## src/rtl/pow2n_pipeline_hs_pkg.sv

```systemverilog
// Shared widths and helpers for the x^(2^STAGES) squaring pipeline.
// Used by both builds; the POW_PIPE_SAT_EN build also uses SAT_ONES.
package pow_pipe_pkg;

  localparam int DEF_IN_W   = 7;
  localparam int DEF_STAGES = 3;
  localparam int DEF_OUT_W  = 64;

  // Wide enough for any practical OUT_W; sliced down to OUT_W at the output.
  localparam int SAT_MAX_W = 1024;
  localparam logic [SAT_MAX_W-1:0] SAT_ONES = '1;

  // Register width of stage k: min(in_w << k, out_w).
  function automatic int stage_w(input int in_w, input int k, input int out_w);
    longint shifted;
    shifted = longint'(in_w) << k;
    return (shifted > longint'(out_w)) ? out_w : int'(shifted);
  endfunction

  // Bit offset of stage k's register inside the packed inter-stage bus.
  function automatic int stage_off(input int in_w, input int k, input int out_w);
    int acc;
    acc = 0;
    for (int j = 0; j < k; j++) begin
      acc += stage_w(in_w, j + 1, out_w);
    end
    return acc;
  endfunction

endpackage

```

## src/rtl/pow2n_pipeline_hs_stage.sv

```systemverilog
// One squaring register with valid, optional sticky overflow and load logic.
// Overflow tracking exists only when POW_PIPE_SAT_EN is defined.
module pow_sq_stage
  import pow_pipe_pkg::*;
#(
  parameter int IN_W  = DEF_IN_W,
  parameter int OUT_W = 2 * DEF_IN_W
) (
  input  logic             clk,
  input  logic             rst,
  input  logic [IN_W-1:0]  data_i,
  input  logic             valid_i,
`ifdef POW_PIPE_SAT_EN
  input  logic             ovf_i,
  output logic             ovf_o,
`endif
  input  logic             nxt_load_i,
  output logic             load_o,
  output logic [OUT_W-1:0] data_o,
  output logic             valid_o
);

  logic [OUT_W-1:0] data_q;
  logic [OUT_W-1:0] data_d;
  logic             valid_q;

  // Bubble-collapsing: an empty stage always loads, a full one only if it drains.
  assign load_o = !valid_q || nxt_load_i;

`ifdef POW_PIPE_SAT_EN
  localparam int PW = 2 * IN_W;
  logic [PW-1:0] op_ext;
  logic [PW-1:0] prod;
  logic          hi_lost;
  logic          ovf_q;
  logic          ovf_d;

  assign op_ext = PW'(data_i);
  assign prod   = op_ext * op_ext;
  assign data_d = prod[OUT_W-1:0];

  if (PW > OUT_W) begin : g_hi
    assign hi_lost = |prod[PW-1:OUT_W];
  end else begin : g_nohi
    assign hi_lost = 1'b0;
  end

  assign ovf_d = ovf_i | hi_lost;
  assign ovf_o = ovf_q;
`else
  logic [OUT_W-1:0] op_ext;
  assign op_ext = OUT_W'(data_i);
  assign data_d = op_ext * op_ext;
`endif

  always_ff @(posedge clk or posedge rst) begin
    if (rst) begin
      data_q  <= '0;
      valid_q <= 1'b0;
`ifdef POW_PIPE_SAT_EN
      ovf_q   <= 1'b0;
`endif
    end else if (load_o) begin
      data_q  <= data_d;
      valid_q <= valid_i;
`ifdef POW_PIPE_SAT_EN
      ovf_q   <= ovf_d;
`endif
    end
  end

  assign data_o  = data_q;
  assign valid_o = valid_q;

endmodule

```

## src/rtl/pow2n_pipeline_hs.sv

```systemverilog
// Valid/ready pipeline computing x^(2^STAGES) by repeated squaring.
// Define POW_PIPE_SAT_EN to saturate overflowed results to all-ones with o_ovf.
module pow2n_pipeline_hs
  import pow_pipe_pkg::*;
#(
  parameter int IN_W   = DEF_IN_W,
  parameter int STAGES = DEF_STAGES,
  parameter int OUT_W  = DEF_OUT_W
) (
  input  logic             clk,
  input  logic             rst,
  input  logic [IN_W-1:0]  i_data,
  input  logic             i_valid,
  output logic             i_ready,
  output logic [OUT_W-1:0] o_data,
  output logic             o_valid,
  input  logic             o_ready,
  output logic             o_ovf,
  output logic             o_busy
);

  localparam int TOT_W    = stage_off(IN_W, STAGES, OUT_W);
  localparam int LAST_W   = stage_w(IN_W, STAGES, OUT_W);
  localparam int LAST_OFF = stage_off(IN_W, STAGES - 1, OUT_W);

  // All stage registers packed back to back; stage k sits at stage_off(k).
  logic [TOT_W-1:0]  data_bus;
  logic [STAGES:0]   load_chain;
  logic [STAGES-1:0] valid_vec;
`ifdef POW_PIPE_SAT_EN
  logic [STAGES-1:0] ovf_vec;
`endif

  assign load_chain[STAGES] = o_ready;

  genvar gi;
  generate
    for (gi = 0; gi < STAGES; gi++) begin : g_st
      localparam int WI  = stage_w(IN_W, gi, OUT_W);
      localparam int WO  = stage_w(IN_W, gi + 1, OUT_W);
      localparam int OFF = stage_off(IN_W, gi, OUT_W);

      logic [WI-1:0] src_data;
      logic          src_valid;
`ifdef POW_PIPE_SAT_EN
      logic          src_ovf;
`endif

      if (gi == 0) begin : g_head
        assign src_data  = i_data;
        assign src_valid = i_valid;
`ifdef POW_PIPE_SAT_EN
        assign src_ovf   = 1'b0;
`endif
      end else begin : g_link
        localparam int PREV_OFF = stage_off(IN_W, gi - 1, OUT_W);
        assign src_data  = data_bus[PREV_OFF +: WI];
        assign src_valid = valid_vec[gi-1];
`ifdef POW_PIPE_SAT_EN
        assign src_ovf   = ovf_vec[gi-1];
`endif
      end

      pow_sq_stage #(
        .IN_W (WI),
        .OUT_W(WO)
      ) u_stage (
        .clk       (clk),
        .rst       (rst),
        .data_i    (src_data),
        .valid_i   (src_valid),
`ifdef POW_PIPE_SAT_EN
        .ovf_i     (src_ovf),
        .ovf_o     (ovf_vec[gi]),
`endif
        .nxt_load_i(load_chain[gi+1]),
        .load_o    (load_chain[gi]),
        .data_o    (data_bus[OFF +: WO]),
        .valid_o   (valid_vec[gi])
      );
    end
  endgenerate

  assign i_ready = load_chain[0];
  assign o_valid = valid_vec[STAGES-1];
  assign o_busy  = |valid_vec;

  logic [OUT_W-1:0] last_ext;
  assign last_ext = OUT_W'(data_bus[LAST_OFF +: LAST_W]);

`ifdef POW_PIPE_SAT_EN
  assign o_ovf  = ovf_vec[STAGES-1];
  assign o_data = o_ovf ? SAT_ONES[OUT_W-1:0] : last_ext;
`else
  assign o_ovf  = 1'b0;
  assign o_data = last_ext;
`endif

endmodule

```

## config.mk

```make
export PLATFORM = sky130hd
export DESIGN_NAME = pow2n_pipeline_hs
export DESIGN_NICKNAME = d
export VERILOG_FILES = /design/src/rtl/pow2n_pipeline_hs_pkg.sv /design/src/rtl/pow2n_pipeline_hs_stage.sv /design/src/rtl/pow2n_pipeline_hs.sv
export SDC_FILE = /design/constraint.sdc
export NUM_CORES = 2
export LEC_CHECK = 0
export CORE_MARGIN = 8
export CORE_UTILIZATION = 60
export DETAILED_ROUTE_END_ITERATION = 6
export GPL_ROUTABILITY_DRIVEN = 1
export PLACE_DENSITY = 0.91
export SYNTH_ARGS = -nofsm -noshare
export SYNTH_HDL_FRONTEND = slang
export SYNTH_SLANG_ARGS = --single-unit
```

## constraint.sdc

```tcl
create_clock -name clk -period 6.75 [get_ports clk]
set_input_delay 1.0125 -clock clk [delete_from_list [all_inputs] [get_ports clk]]
set_output_delay 1.0125 -clock clk [all_outputs]
set_load 0.01 [all_outputs]
```

## After elaboration in Yosys (flattened, before gate mapping)

Cells that the tools add are included.

| storage, ports and cells | value |
|---|---|
| word-level logic and storage cells | 16 |
| output and inout port bits | 68 |
| memory bits (writable) | 0 |
| flip-flop bits (word level) | 101 |
| bits in read-only memories | 0 |
| bits of input ports | 11 |
| memories kept | 0 |
| latch bits | 0 |

| cells by class | value |
|---|---|
| divide/modulo/power cells | 0 |
| bitwise gates (word level) | 0 |
| $lt $le $gt $ge | 0 |
| shift-type cells | 0 |
| add/subtract/negate cells | 0 |
| multiply operators | 3 |
| mux-type cells | 0 |
| reductions and logical operators | 7 |
| equality and inequality tests | 0 |

Operators with widths:

| cell | count |
|---|---|
| 28-bit by 28-bit multiplier with 56-bit output | 1 |
| 14-bit by 14-bit multiplier with 28-bit output | 1 |
| 7-bit by 7-bit multiplier with 14-bit output | 1 |
| 1-bit zero test | 3 |
| 1-bit logical OR | 3 |
| 3-bit OR reduction | 1 |

## Logic depth before layout (Yosys ltp)

| logic depth | value |
|---|---|
| depth in word-level cells | 4 |
| gate-level depth with buffers | 28 |
| depth with buffers taken out | 27 |

## By module

A second synthesis with hierarchy kept.

| unflattened totals | value |
|---|---|
| cell total of the unflattened synthesis | 3711 |
| area total of the unflattened synthesis | 33410.8 µm² |

Modules (own cells, without submodules):

| module | instances | area an instance (µm²) | seq. area each (µm²) | cells each |
|---|---|---|---|---|
| pow_sq_stage (g_st[2].u_stage) | 1 | 24699.9 | 1401.3 | 2724 |
| pow_sq_stage (g_st[1].u_stage) | 1 | 6844.1 | 700.7 | 770 |
| pow_sq_stage (g_st[0].u_stage) | 1 | 1789.2 | 350.3 | 206 |
| pow2n_pipeline_hs | 1 | 77.6 | 0.0 | 11 |

## Least setup slack after synthesis

OpenSTA, ideal clock, no wires.

| timing | value |
|---|---|
| kind | register to register |
| from | reg g_st[1].u_stage.data_q[16] |
| to | reg g_st[2].u_stage.data_q[35] |
| arrival time | 6.757 ns |
| buffers on the path | 2 |
| required time | 6.646 ns |
| stages on the path, launching flop included | 24 |
| setup time | 0.104 ns |
| slack | -0.111 ns |
| period minus slack after synthesis | 6.861 ns |
| path through | dfrtp_1 -> clkbuf_1 -> clkbuf_1 -> nand2_1 -> fa_1 -> inv_1 -> fa_1 -> inv_1 -> fa_1 -> fa_1 -> inv_1 -> fa_1 -> fa_1 -> inv_1 -> fa_1 -> inv_1 -> ha_1 -> and3_1 -> a211o_1 -> a221oi_4 -> o21ai_2 -> a311o_1 -> a2111o_1 -> o311ai_1 |

| on the way | value |
|---|---|
| word-level cells in the longest chain between the ends | 1 |

Ends and longest elaborated chain:

| element | line | text |
|---|---|---|
| from (decl) | pow2n_pipeline_hs_stage.sv:23 | `logic [OUT_W-1:0] data_q;` |
| from (signal assigned) | pow2n_pipeline_hs_stage.sv:64 | `data_q <= data_d;` |
| 28-bit by 28-bit multiplier with 56-bit output | pow2n_pipeline_hs_stage.sv:53 | `assign data_d = op_ext * op_ext;` |
| to (signal assigned) | pow2n_pipeline_hs_stage.sv:64 |  |
| to (decl) | pow2n_pipeline_hs_stage.sv:23 |  |

No other way between the ends.
A chain may end at the register's enable or synchronous reset.

## Worst setup path in the final report

| timing | value |
|---|---|
| from | reg g_st[1].u_stage.data_q[8] |
| to | reg g_st[2].u_stage.data_q[54] |

The elaborated chain is that of the path after synthesis.

==> results.toml <==
[synthesis]
synthAdderAreaFrac_pct = 57.6
synth_xor_area_share_pct = 2.49
synth-seq-cells = 98
ys_types = 78
synth.avg_cell_area_um2 = 9.20
yosysMostFrequentCell = "inv_1"
synthMuxAreaShare_pct = 0.206
synth_flop_cell = "dfrtp_1"
synth_top_area_share_pct = 43.4
synthesis.area_um2 = 31600
synthArstFlopShare_pct = 100
synth-edff-count = 0
yosys_warnings = 0
synth_top_family_by_area = "adder cells"
seq_area_frac_synth_pct = 7.76
yosys-top-cells-count = "956 x inv_1, 685 x fa_1, 359 x ha_1"
yosysTopAreaCell = "fa_1"
yosys-top-cells-area = "fa_1 43%, ha_1 14%, inv_1 11%"
synth_compound_area_share_pct = 6.88
postSynthCellCount = 3435
synth-simple-area-share_pct = 12.0

[critical_path]
worst-endpoint-required_ps = 7110
cpPeakStageDelay_ps = 860
crit_path_start_kind = "flop"
cp_common_cell = "fa_1"
cp_max_fo = 6
critPathArrivalTime_ps = 8400
slowest_stage = "fa_1"
path_class = "reg2reg"
end_kind = "flop"

[clock_tree]
htreeDepth = 3
cts_root_buf = "clkbuf_16"
insertion_delay_ps = 490
path_clk_slew_ps = 100
holdBufCountCts = 0
clock-sinks = 98
cts_made_buffers = 9
cts_buffer_depth = 2
cts_tree = "built"

[floorplan]
io_pins = 79
die_y_um = 246
fp-row-count = 84
die_w_um = 246
start_util_pct = 60.4
die_area_um2 = 60300
core_um2 = 52300

[final_layout]
multi_input_area_um2 = 26100
fin_area_um2 = 37100
final_nets = 4827
seq_area_um2 = 2470
area_growth_pct = 17.5
fill_cells = 2914
drive_above_1_share_pct = 17.1

[place]
gp_congestion = 0.987
dp_slack_ps = -524
io_buffers = 68
hpwlAfterDp_um = 71600
placed_area_um2 = 35000

[detailed_routing]
ant_nets = 0
drt_wl_total_um = 130000
drt_first_pass_iters = 7
via_count = 30100
dr.first_iter.drc_count = 5879
viasPerCell = 6.73
drc = 577
wl_per_cell_um = 29.0

[sta]
finalCritPeriodShare_pct = 119
slew_headroom_pct = -3.24
worstMarginPinSlew_ps = 1530
setup_slack_ps = -1290
max_freq_mhz = 124
clock_skew_ps = 29.4
setup_viol = 38
hold_viol_final = 0
period_needed_ps = 8040
rsz0062_at_grt = "true"
slew_viol_final = 2
tns_ps = -30820
hold_slack_ps = 495

[global_routing]
top_usage_layer = "met2"
use_met3_pct = 13.6
grt_max_degree = 79
grt_pass1_vias = 31500
grt_pass1_wl_um = 165000
grtUsageTotal_pct = 35.8
grt.met1_usage_pct = 36.2
antenna_found_initial = 12
overflow = 0
met2_usage_pct = 56.9

[outcome]
violations = "design-rule violations, max-capacitance violations, max-slew violations, negative setup slack"
status = "finished, violations left"

[flow_run]
drv_cap = 1

[min_path]
worstHoldPathType = "reg2reg"
==> per-layer routing <==
metal  wire length, um  up-vias
li1                  -    10800
met2             54500     3467
met1             35000    14000
met4             17900       34
met3             21500     1825
met5               779        -
==> area by class of cell <==
class	instances	share of cell area [%]
Antenna cell	11	0.0741
Clock buffer	10	0.617
Clock inverter	6	0.152
Inverter	956	9.70
Multi-Input combinational cell	2276	70.4
Sequential cell	98	6.66
Tap cell	688	2.32
Timing Repair Buffer	431	10.1
==> worst max-delay path, delay by kind of cell, from the launching register on <==
family | cells | cell delay (ps)
fa+ha+maj | 8 | 4370
flops | 1 | 440
simple gates | 5 | 1170
buf+inv | 9 | 970
compound gates | 4 | 980
==> path summary, 6_finish.rpt <==
| path | start | endpoint | slack, ps | cells after the start |
|---|---|---|---|---|
| worst min register to register | g_st[2].u_stage.data_o[5]$_DFFE_PP0P_ | g_st[2].u_stage.data_o[5]$_DFFE_PP0P_ | 500 | 2 |
| worst max-delay path | g_st[1].u_stage.data_o[8]$_DFFE_PP0P_ | g_st[2].u_stage.data_o[54]$_DFFE_PP0P_ | -1290 | 26 |
| min in group asynchronous | rst | g_st[2].u_stage.data_o[53]$_DFFE_PP0P_ | 1040 | 2 |
| worst max register to register | g_st[1].u_stage.data_o[8]$_DFFE_PP0P_ | g_st[2].u_stage.data_o[54]$_DFFE_PP0P_ | -1290 | 26 |
| max in group asynchronous | rst | g_st[2].u_stage.data_o[20]$_DFFE_PP0P_ | 4420 | 3 |
| worst min-delay path | g_st[2].u_stage.data_o[5]$_DFFE_PP0P_ | g_st[2].u_stage.data_o[5]$_DFFE_PP0P_ | 500 | 2 |
==> placed cells by master (no fill, tap or decap), types with 30 or more instances in the layout <==
cell type | netlist | routed
nand2_1 | 303 | 279
clkdlybuf4s50_1 | 0 | 68
xnor2_1 | 52 | 48
a21o_1 | 38 | 38
inv_2 | 0 | 35
xor2_1 | 38 | 37
ha_1 | 359 | 339
buf_4 | 10 | 312
inv_1 | 956 | 917
nor2_1 | 126 | 115
fa_1 | 685 | 645
conb_1 | 2 | 30
and2_1 | 235 | 222
buf_6 | 0 | 33
a21oi_1 | 120 | 98
o21ai_0 | 54 | 39
fa_2 | 0 | 40
dfrtp_1 | 98 | 81
==> kinds of logic after synthesis <==
logic type	count (synthesis)
xor+xnor	90
mux	6
compound gates	329
flops	98
buf+inv	1089
fa+ha+maj	1044
simple gates	777
other cells	2
==> repair_timing <==
action	CTS	global route
gates resized for setup	193	137
setup endpoints to repair	29	36
pin swaps	106	60
setup buffers	42	30
cloned	0	1
==> sequential cells by signal, summed over array words and instances, names as in the netlist <==
name	cells
g_st.u_stage.data_o	95
g_st.u_stage.valid_o	3
==> per-stage QoR <==
step / cells / util (%)
after detailed placement: 4379 / 66.9
after floorplan: 3463 / -
after CTS: 4435 / 69.5
after global placement: 4379 / 66.9
final: 4476 / 70.9
after global routing: 4471 / 70.9
Power is not shown: default switching activity piles up to over one toggle a cycle in this logic, so the estimate is an artifact.
